<file path="src/rtl/fifo_pkg.sv">
// ---------------------------------------------------------------------------
// fifo_pkg
// Shared definitions for the depth-8 FIFO read/write side helpers.
//   - rd_state_e : packer state encoding (FILL collects words, HOLD presents
//                  a row downstream).
//   - FIFO_LANE  : part-select helper giving lane k of width w inside a
//                  packed row, lane 0 in the least significant bits.
// ---------------------------------------------------------------------------
`ifndef FIFO_PKG_SV
`define FIFO_PKG_SV

`define FIFO_LANE(k, w) ((k) * (w)) +: (w)

package fifo_pkg;

    typedef enum logic {
        FILL = 1'b0,
        HOLD = 1'b1
    } rd_state_e;

endpackage

`endif

</file>
<file path="src/rtl/fifo_rd_packer.sv">
// ---------------------------------------------------------------------------
// fifo_rd_packer
// Pops simd*bw-wide words from a show-ahead FIFO and packs `pack` consecutive
// words into one row, presented on a valid/ready handshake. A flush emits the
// current partial row (unfilled lanes read as zero).
//
// Ports:
//   clk        : clock (FIFO read clock)
//   rst_n      : asynchronous active-low reset
//   fifo_empty : FIFO empty flag (registered inside the FIFO)
//   fifo_data  : FIFO head word, valid while fifo_empty = 0
//   fifo_rd    : pop strobe to the FIFO
//   i_flush    : single-cycle request to emit the partial row
//   i_ready    : downstream accepts the row
//   o_valid    : row valid
//   o_data     : packed row, lane k at [(k+1)*simd*bw-1 : k*simd*bw]
//   o_cnt      : number of valid lanes in o_data (1..pack)
//   o_busy     : lanes captured or a row is pending
// ---------------------------------------------------------------------------
module fifo_rd_packer
    import fifo_pkg::*;
#(
    parameter int bw   = 4,
    parameter int simd = 1,
    parameter int pack = 8,
    localparam int cw  = $clog2(pack) + 1
) (
    input  logic                       clk,
    input  logic                       rst_n,
    input  logic                       fifo_empty,
    input  logic [simd*bw-1:0]         fifo_data,
    output logic                       fifo_rd,
    input  logic                       i_flush,
    input  logic                       i_ready,
    output logic                       o_valid,
    output logic [pack*simd*bw-1:0]    o_data,
    output logic [cw-1:0]              o_cnt,
    output logic                       o_busy
);

    localparam int LW = simd * bw;
    localparam int RW = pack * LW;
    localparam logic [cw-1:0] PACK_C = cw'(pack);

    rd_state_e         state_r;
    rd_state_e         state_nxt_s;
    logic [cw-1:0]     cnt_r;
    logic [cw-1:0]     cnt_nxt_s;
    logic              gap_r;
    logic              hs_s;
    logic              enter_hold_s;
    logic [RW-1:0]     row_nxt_s;

    // The FIFO empty flag lags its read pointer by a cycle, so the gap bit
    // forbids a pop in the cycle right after a pop. Reset masks the strobe so
    // nothing is popped while the packer is held in reset.
    assign fifo_rd = rst_n & (state_r == FILL) & ~fifo_empty & ~gap_r;
    assign o_busy  = (cnt_r != {cw{1'b0}}) | o_valid;

    // Next-state decode: count after this edge, handshake, and HOLD entry.
    always_comb begin
        cnt_nxt_s    = cnt_r + {{(cw-1){1'b0}}, fifo_rd};
        hs_s         = o_valid & i_ready;
        enter_hold_s = 1'b0;
        state_nxt_s  = state_r;
        case (state_r)
            FILL: begin
                // A pop coinciding with flush is part of the emitted row.
                if ((fifo_rd && (cnt_nxt_s == PACK_C)) ||
                    (i_flush && (cnt_nxt_s != {cw{1'b0}}))) begin
                    enter_hold_s = 1'b1;
                    state_nxt_s  = HOLD;
                end else begin
                    state_nxt_s  = FILL;
                end
            end
            HOLD: begin
                if (hs_s) begin
                    state_nxt_s = FILL;
                end else begin
                    state_nxt_s = HOLD;
                end
            end
            default: begin
                state_nxt_s = FILL;
            end
        endcase
    end

    // Lane storage: each lane loads when the pop targets its index; the row
    // presented on HOLD entry already includes the word popped on that edge.
    for (genvar k = 0; k < pack; k++) begin : g_lane
        localparam logic [cw-1:0] K_C = cw'(k);
        logic [LW-1:0] lane_r;
        logic          load_s;

        assign load_s = fifo_rd & (cnt_r == K_C);
        assign row_nxt_s[`FIFO_LANE(k, LW)] = load_s ? fifo_data : lane_r;

        // Lane register: cleared on reset and on row handshake.
        always_ff @(posedge clk or negedge rst_n) begin
            if (!rst_n) begin
                lane_r <= {LW{1'b0}};
            end else if ((state_r == HOLD) && hs_s) begin
                lane_r <= {LW{1'b0}};
            end else if (load_s) begin
                lane_r <= fifo_data;
            end else begin
                lane_r <= lane_r;
            end
        end
    end

    // Control and output registers.
    always_ff @(posedge clk or negedge rst_n) begin
        if (!rst_n) begin
            state_r <= FILL;
            cnt_r   <= {cw{1'b0}};
            gap_r   <= 1'b0;
            o_valid <= 1'b0;
            o_data  <= {RW{1'b0}};
            o_cnt   <= {cw{1'b0}};
        end else begin
            state_r <= state_nxt_s;
            gap_r   <= fifo_rd;
            if ((state_r == HOLD) && hs_s) begin
                cnt_r   <= {cw{1'b0}};
                o_valid <= 1'b0;
                o_data  <= {RW{1'b0}};
                o_cnt   <= {cw{1'b0}};
            end else if (enter_hold_s) begin
                cnt_r   <= cnt_nxt_s;
                o_valid <= 1'b1;
                o_data  <= row_nxt_s;
                o_cnt   <= cnt_nxt_s;
            end else begin
                cnt_r   <= cnt_nxt_s;
                o_valid <= o_valid;
                o_data  <= o_data;
                o_cnt   <= o_cnt;
            end
        end
    end

endmodule

</file>
<file path="config.mk">
export PLATFORM = sky130hd
export DESIGN_NAME = fifo_rd_packer
export DESIGN_NICKNAME = d
export VERILOG_FILES = /design/src/rtl/fifo_pkg.sv /design/src/rtl/fifo_rd_packer.sv
export SDC_FILE = /design/constraint.sdc
export NUM_CORES = 1
export LEC_CHECK = 0
export BUFFER_PORTS_ARGS = -buffer_cell sky130_fd_sc_hd__buf_2
export CORE_ASPECT_RATIO = 1.25
export CORE_MARGIN = 5
export CORE_UTILIZATION = 60
export DETAILED_ROUTE_END_ITERATION = 16
export PLACE_DENSITY = 0.86
export SLEW_MARGIN = 20
export SYNTH_ARGS = -nofsm -noshare
export SYNTH_HDL_FRONTEND = slang
export SYNTH_SLANG_ARGS = --single-unit
</file>
<file path="constraint.sdc">
create_clock -name clk -period 5.7 [get_ports clk]
set_clock_uncertainty 0.05 [all_clocks]
set_input_delay 0.57 -clock clk [delete_from_list [all_inputs] [get_ports clk]]
set_output_delay 0.57 -clock clk [all_outputs]
set_load 0.005 [all_outputs]
</file>
* Yosys cells after proc, flatten, opt, wreduce, memory -nomap -nowiden
Index checks and enable logic that the tools add are counted.
** Operators by class
- Add/subtract/negate cells :: 1
- Eq/ne operators :: 8
- Muxes and demuxes :: 27
- Bitwise logic cells :: 16
- Reductions and logical operators :: 8
** Operator list (count)
- 4-bit two-way mux :: 19
- 32-bit two-way mux :: 2
- 4-bit by 3-bit equality test with 1-bit output (second input constant) :: 4
- 1-bit bitwise AND :: 12
- 4-bit by 2-bit equality test with 1-bit output (second input constant) :: 2
- 4-bit nonzero test :: 2
- 1-bit two-way mux :: 5
- 4-bit by 1-bit adder with 4-bit output :: 1
- 4-bit by 1-bit equality test with 1-bit output (second input constant) :: 1
- 4-bit equality test (second input constant) :: 1
- 4-bit zero test :: 1
- 1-bit logical AND :: 3
- 1-bit inverter :: 3
- 1-bit one-hot mux with 2 select lines :: 1
- 2-bit nonzero test :: 1
- 1-bit logical OR :: 1
- 1-bit OR :: 1
** Storage, ports and cells
- Register bits :: 75
- Bits of input ports :: 9
- Output and inout bits :: 39
- Logic and storage cells :: 74

* Logic depth before layout (Yosys ltp)
- Word-level depth :: 12
- Gate-level depth with buffers :: 10
- Mapped depth without buffers :: 7

* Worst setup path before layout
Ideal clock, no wire load.
- Path kind :: input port to flip-flop
- Start :: in fifo_empty
- End :: reg o_cnt[3]
- Data arrival time :: 2.344 ns
- Setup slack :: 3.175 ns
- Cell stages on the path :: 10
- Buffers on the path :: 3
- Path through :: nor4b_1 > buf_2 > ha_1 > ha_1 > xnor2_1 > a41oi_1 > a211o_1 > buf_6 > buf_6 > mux2i_1
** Between the ends
- Longest elaborated chain between the ends :: 10
** RTL lines
- start: declaration :: line fifo_rd_packer.sv:30 : input logic fifo_empty,
- 1-bit inverter (*) :: line fifo_rd_packer.sv:57 : assign fifo_rd = rst_n & (state_r == FILL) & ~fifo_empty & ~gap_r;
- 1-bit bitwise AND (*) (2 in a row) :: line fifo_rd_packer.sv:57
- via fifo_rd :: line fifo_rd_packer.sv:32 : output logic fifo_rd,
- 4-bit by 1-bit adder with 4-bit output :: line fifo_rd_packer.sv:62 : cnt_nxt_s = cnt_r + {{(cw-1){1'b0}}, fifo_rd};
- 4-bit equality test / 4-bit nonzero test (equally long branches) :: line fifo_rd_packer.sv:69, fifo_rd_packer.sv:70
- 1-bit logical AND (on tied branches) :: line fifo_rd_packer.sv:69, fifo_rd_packer.sv:70
- 1-bit logical OR :: line fifo_rd_packer.sv:69 : if ((fifo_rd && (cnt_nxt_s == PACK_C)) ||
- 1-bit two-way mux :: line fifo_rd_packer.sv:69
- 1-bit two-way mux :: line fifo_rd_packer.sv:66 : case (state_r)
- 2-bit nonzero test (no line)
- end signal: assignment :: line fifo_rd_packer.sv:122 : o_cnt <= {cw{1'b0}};
- end signal: assignment :: line fifo_rd_packer.sv:130 : o_cnt <= {cw{1'b0}};
- end signal: assignment :: line fifo_rd_packer.sv:135 : o_cnt <= cnt_nxt_s;
- end: declaration :: line fifo_rd_packer.sv:37 : output logic [cw-1:0] o_cnt,
The timed path passes the listed nets; every way through them passes the cells marked *. The select of a mux whose other input is x is not followed.
A chain may end at the register's enable or synchronous reset.

* Final worst setup path
- Start :: reg state_r
- End :: reg o_data[21]
** Between the ends
- Longest elaborated chain between the ends :: 11
** RTL lines
- start: declaration :: line fifo_rd_packer.sv:45 : rd_state_e state_r;
- start signal: assignment :: line fifo_rd_packer.sv:124 : state_r <= state_nxt_s;
- 1-bit inverter :: line fifo_rd_packer.sv:57
- 1-bit bitwise AND (3 in a row) :: line fifo_rd_packer.sv:57
- 4-bit by 1-bit adder with 4-bit output :: line fifo_rd_packer.sv:62
- 4-bit equality test / 4-bit nonzero test (equally long branches) :: line fifo_rd_packer.sv:69, fifo_rd_packer.sv:70
- 1-bit logical AND (on tied branches) :: line fifo_rd_packer.sv:69, fifo_rd_packer.sv:70
- 1-bit logical OR :: line fifo_rd_packer.sv:69
- 1-bit two-way mux :: line fifo_rd_packer.sv:69
- 1-bit two-way mux :: line fifo_rd_packer.sv:66
- 2-bit nonzero test (no line)
- end signal: assignment :: line fifo_rd_packer.sv:121 : o_data <= {RW{1'b0}};
- end signal: assignment :: line fifo_rd_packer.sv:129 : o_data <= {RW{1'b0}};
- end signal: assignment :: line fifo_rd_packer.sv:134 : o_data <= row_nxt_s;
- end: declaration :: line fifo_rd_packer.sv:36 : output logic [pack*simd*bw-1:0] o_data,
Parallel ways exist; a longest one is shown, timed or not. The select of a mux whose other input is x is not followed.

==> flow_summary.toml <==
[drt]
ant_nets = 0
drt_iter0_markers = 188
firstDrtPassIters = 4
vias = 2081
via_per_inst = 5.549
drc_errors = 0
routed_wl_um = 6594
avgRoutedWirePerCell_um = 17.58

[timing]
period_share_pct = 62.51
hold_viol = 0
maxSlewViolCount = 0
worstMarginPinSlew_ns = 1.063
max_freq_mhz = 280.6
tns_ns = 0
setup_viol = 0
whs_ns = 0.4123
rsz0062_at_grt = "false"
slew-limit-headroom_pct = 29.16
fin_ws_ns = 2.137
fin_crit_ns = 3.563

[cts]
root_buffer = "clkbuf_8"
h-tree-depth = 3
cts_made_buffers = 9
cts_setup_buffers = 0
clk_path_buf_depth = 2
cts_resized = 0
cts_tree = "done"
cts.hold.buffers_added = 0
clock-sinks = 75
clk_pin_slew_ns = 0.08
insertion_delay_ns = 0.35

[grt]
grt_pass1_vias = 2206
groute.usage.overall_pct = 21.49
overflow = 0
grt_antenna_before_repair = 0
grt_first_pass_wirelength_um = 10970
grt_max_degree = 76

[logic_synthesis]
synthFlopType = "dfrtp_1"
synth_area_leaders = "dfrtp_1 (60%), mux2i_1 (22%), nand2_1 (4.8%)"
async_flop_share_pct = 100.0
synth_warnings = 0
synth.avg_cell_area_um2 = 11.75
synth_cell_types = 22
synth.most_common_cell = "dfrtp_1"
mappedNetlistNets = 277
ys_seq_area_share_pct = 60.05
synthesis.area_um2 = 3125
yosys.area.top_type = "dfrtp_1"
netlist.area_leader.share_pct = 60.05
synth_commonest_cells = "dfrtp_1 (75), mux2i_1 (68), nand2_1 (40)"
ys_seq_elements = 75
synth-edff-count = 0
postSynthCellCount = 266

[setup_path]
critPathKind = "reg2reg"
cp-end-kind = "flop"
critPathLaunchType = "flop"
r2r_cells = 7
required_ns = 5.91
crit_arrival_ns = 3.77
path_max_fanout = 38

[pwr]
clockPowerShare_pct = 28.0
cellInternalPower_mw = 1.108
swShare_pct = 32.50
p_leak_nw = 2.215
comb_power_share_pct = 28.2
finalPower_mw = 1.642
switchingPower_mw = 0.5336
power_frac_seq_pct = 43.9
power_density_nw_per_um2 = 456.2
max-vdd-ir-drop_mv = 0.2824

[place]
hpwl_um = 4263
place.gp.congestion = 0.7682
dpl_worst_slack_ns = 2.019
port_buffers = 47

[layout]
seqCellArea_um2 = 1877
drive_gt1_share_pct = 21.73
final_core_util_pct = 70.84
antenna_cells = 0
nFillCells = 391
syn_to_final_growth_pct = 15.13
multi_input_area_um2 = 1149
fin_nets = 319

[floorplan]
rows = 29
ios = 48
design.core.area_um2 = 5080
die_w_um = 74.56
initial_utilization_pct = 61.53
die_h_um = 90.70
dieArea_um2 = 6762

[status]
outcome = "finished, final reports clean"

[job]
drv_cap = 0

[min_path]
hp-class = "in2async"
## power groups by stage
stage	clock [mW]	combinational [mW]	sequential, mW
6_report	0.459	0.462	0.720
5_1_grt	0.484	0.513	0.733
4_1_cts	0.464	0.467	0.722
3_5_place_dp	0	0.461	0.729
3_3_place_gp	0	0.442	0.719
2_1_floorplan	0	0.340	0.710
## sequential cells by signal, indices dropped and copies added (netlist names)
signal / cells
g_lane.lane_r: 32
o_valid: 1
o_cnt: 4
state_r: 1
cnt_r: 4
o_data: 32
gap_r: 1
## worst paths after layout
path,start,end,slack (ns)
hold reg to reg,gap_r,gap_r,0.47
setup / recovery,state_r,o_data[21],2.14
hold / removal,rst_n,o_data[25],0.41
setup reg to reg,state_r,o_data[21],2.14
min in group clk,fifo_empty,gap_r,0.42
max in group asynchronous,rst_n,o_data[1],4.57
## cells by family (layout without fill, tap and decap cells)
family / Yosys count / in the layout / synth area share, %
xor gates and xnor gates: 2 / 2 / 0.5606
adders and majority gates: 2 / 2 / 0.8005
muxes: 68 / 68 / 21.78
DFF: 75 / 75 / 60.05
and+or+nand+nor: 94 / 94 / 12.65
AOI/OAI and AO/OA: 3 / 3 / 0.7205
buffers and inverters: 22 / 69 / 3.443
## worst max-delay path, stage by stage (launching register included)
cell     delay, ns
dfrtp_1       0.45
nor4b_2       0.91
ha_1          0.32
ha_1          0.17
xnor2_1       0.17
and3_1        0.22
a211o_2       0.85
mux2i_1       0.30
## cells in the final DEF (no fill, tap or decap)
| master | Yosys | final |
|---|---|---|
| xnor2_1 | 1 | 1 |
| xor2_1 | 1 | 1 |
| a211o_2 | 0 | 1 |
| nor2_1 | 39 | 39 |
| nand3_1 | 5 | 5 |
| clkbuf_8 | 0 | 11 |
| ha_1 | 2 | 2 |
| nor2b_1 | 1 | 1 |
| nor3_1 | 1 | 1 |
| buf_2 | 2 | 47 |
| nand4b_1 | 3 | 3 |
| mux2i_1 | 68 | 68 |
| buf_4 | 0 | 3 |
| nor4b_2 | 0 | 1 |
| a21oi_1 | 1 | 1 |
| nand2_1 | 40 | 40 |
| inv_1 | 3 | 3 |
| bufinv_16 | 0 | 2 |
| and4_1 | 1 | 1 |
| clkinv_2 | 0 | 3 |
| and3_1 | 2 | 2 |
| nand4_1 | 1 | 1 |
| dfrtp_1 | 75 | 75 |
| a41oi_1 | 1 | 1 |
## per-stage QoR
step	area [um^2]	instances
final	3598	375
after global placement	3372	359
after floorplan	3126	266
after global routing	3598	375
after detailed placement	3372	359
after CTS	3598	375
## metal layers
metal	wire length [um]	track usage [%]	up-vias	share of wire (%)
li1	-	-	964	-
met1	2742	27.51	1061	42
met2	3457	34.60	44	52
met3	227	3.229	12	3.4
met4	167	10.98	0	2.5
met5	0	0	-	0
## area by class of cell
type	count	share of cell area, %
clock inverter	5	2.086
tap	62	2.156
clock buffer	11	4.207
timing repair buffer	50	7.163
inverter	3	0.3129
sequential	75	52.16
multi-input combinational	169	31.92
(Power assumes the default switching activity.)
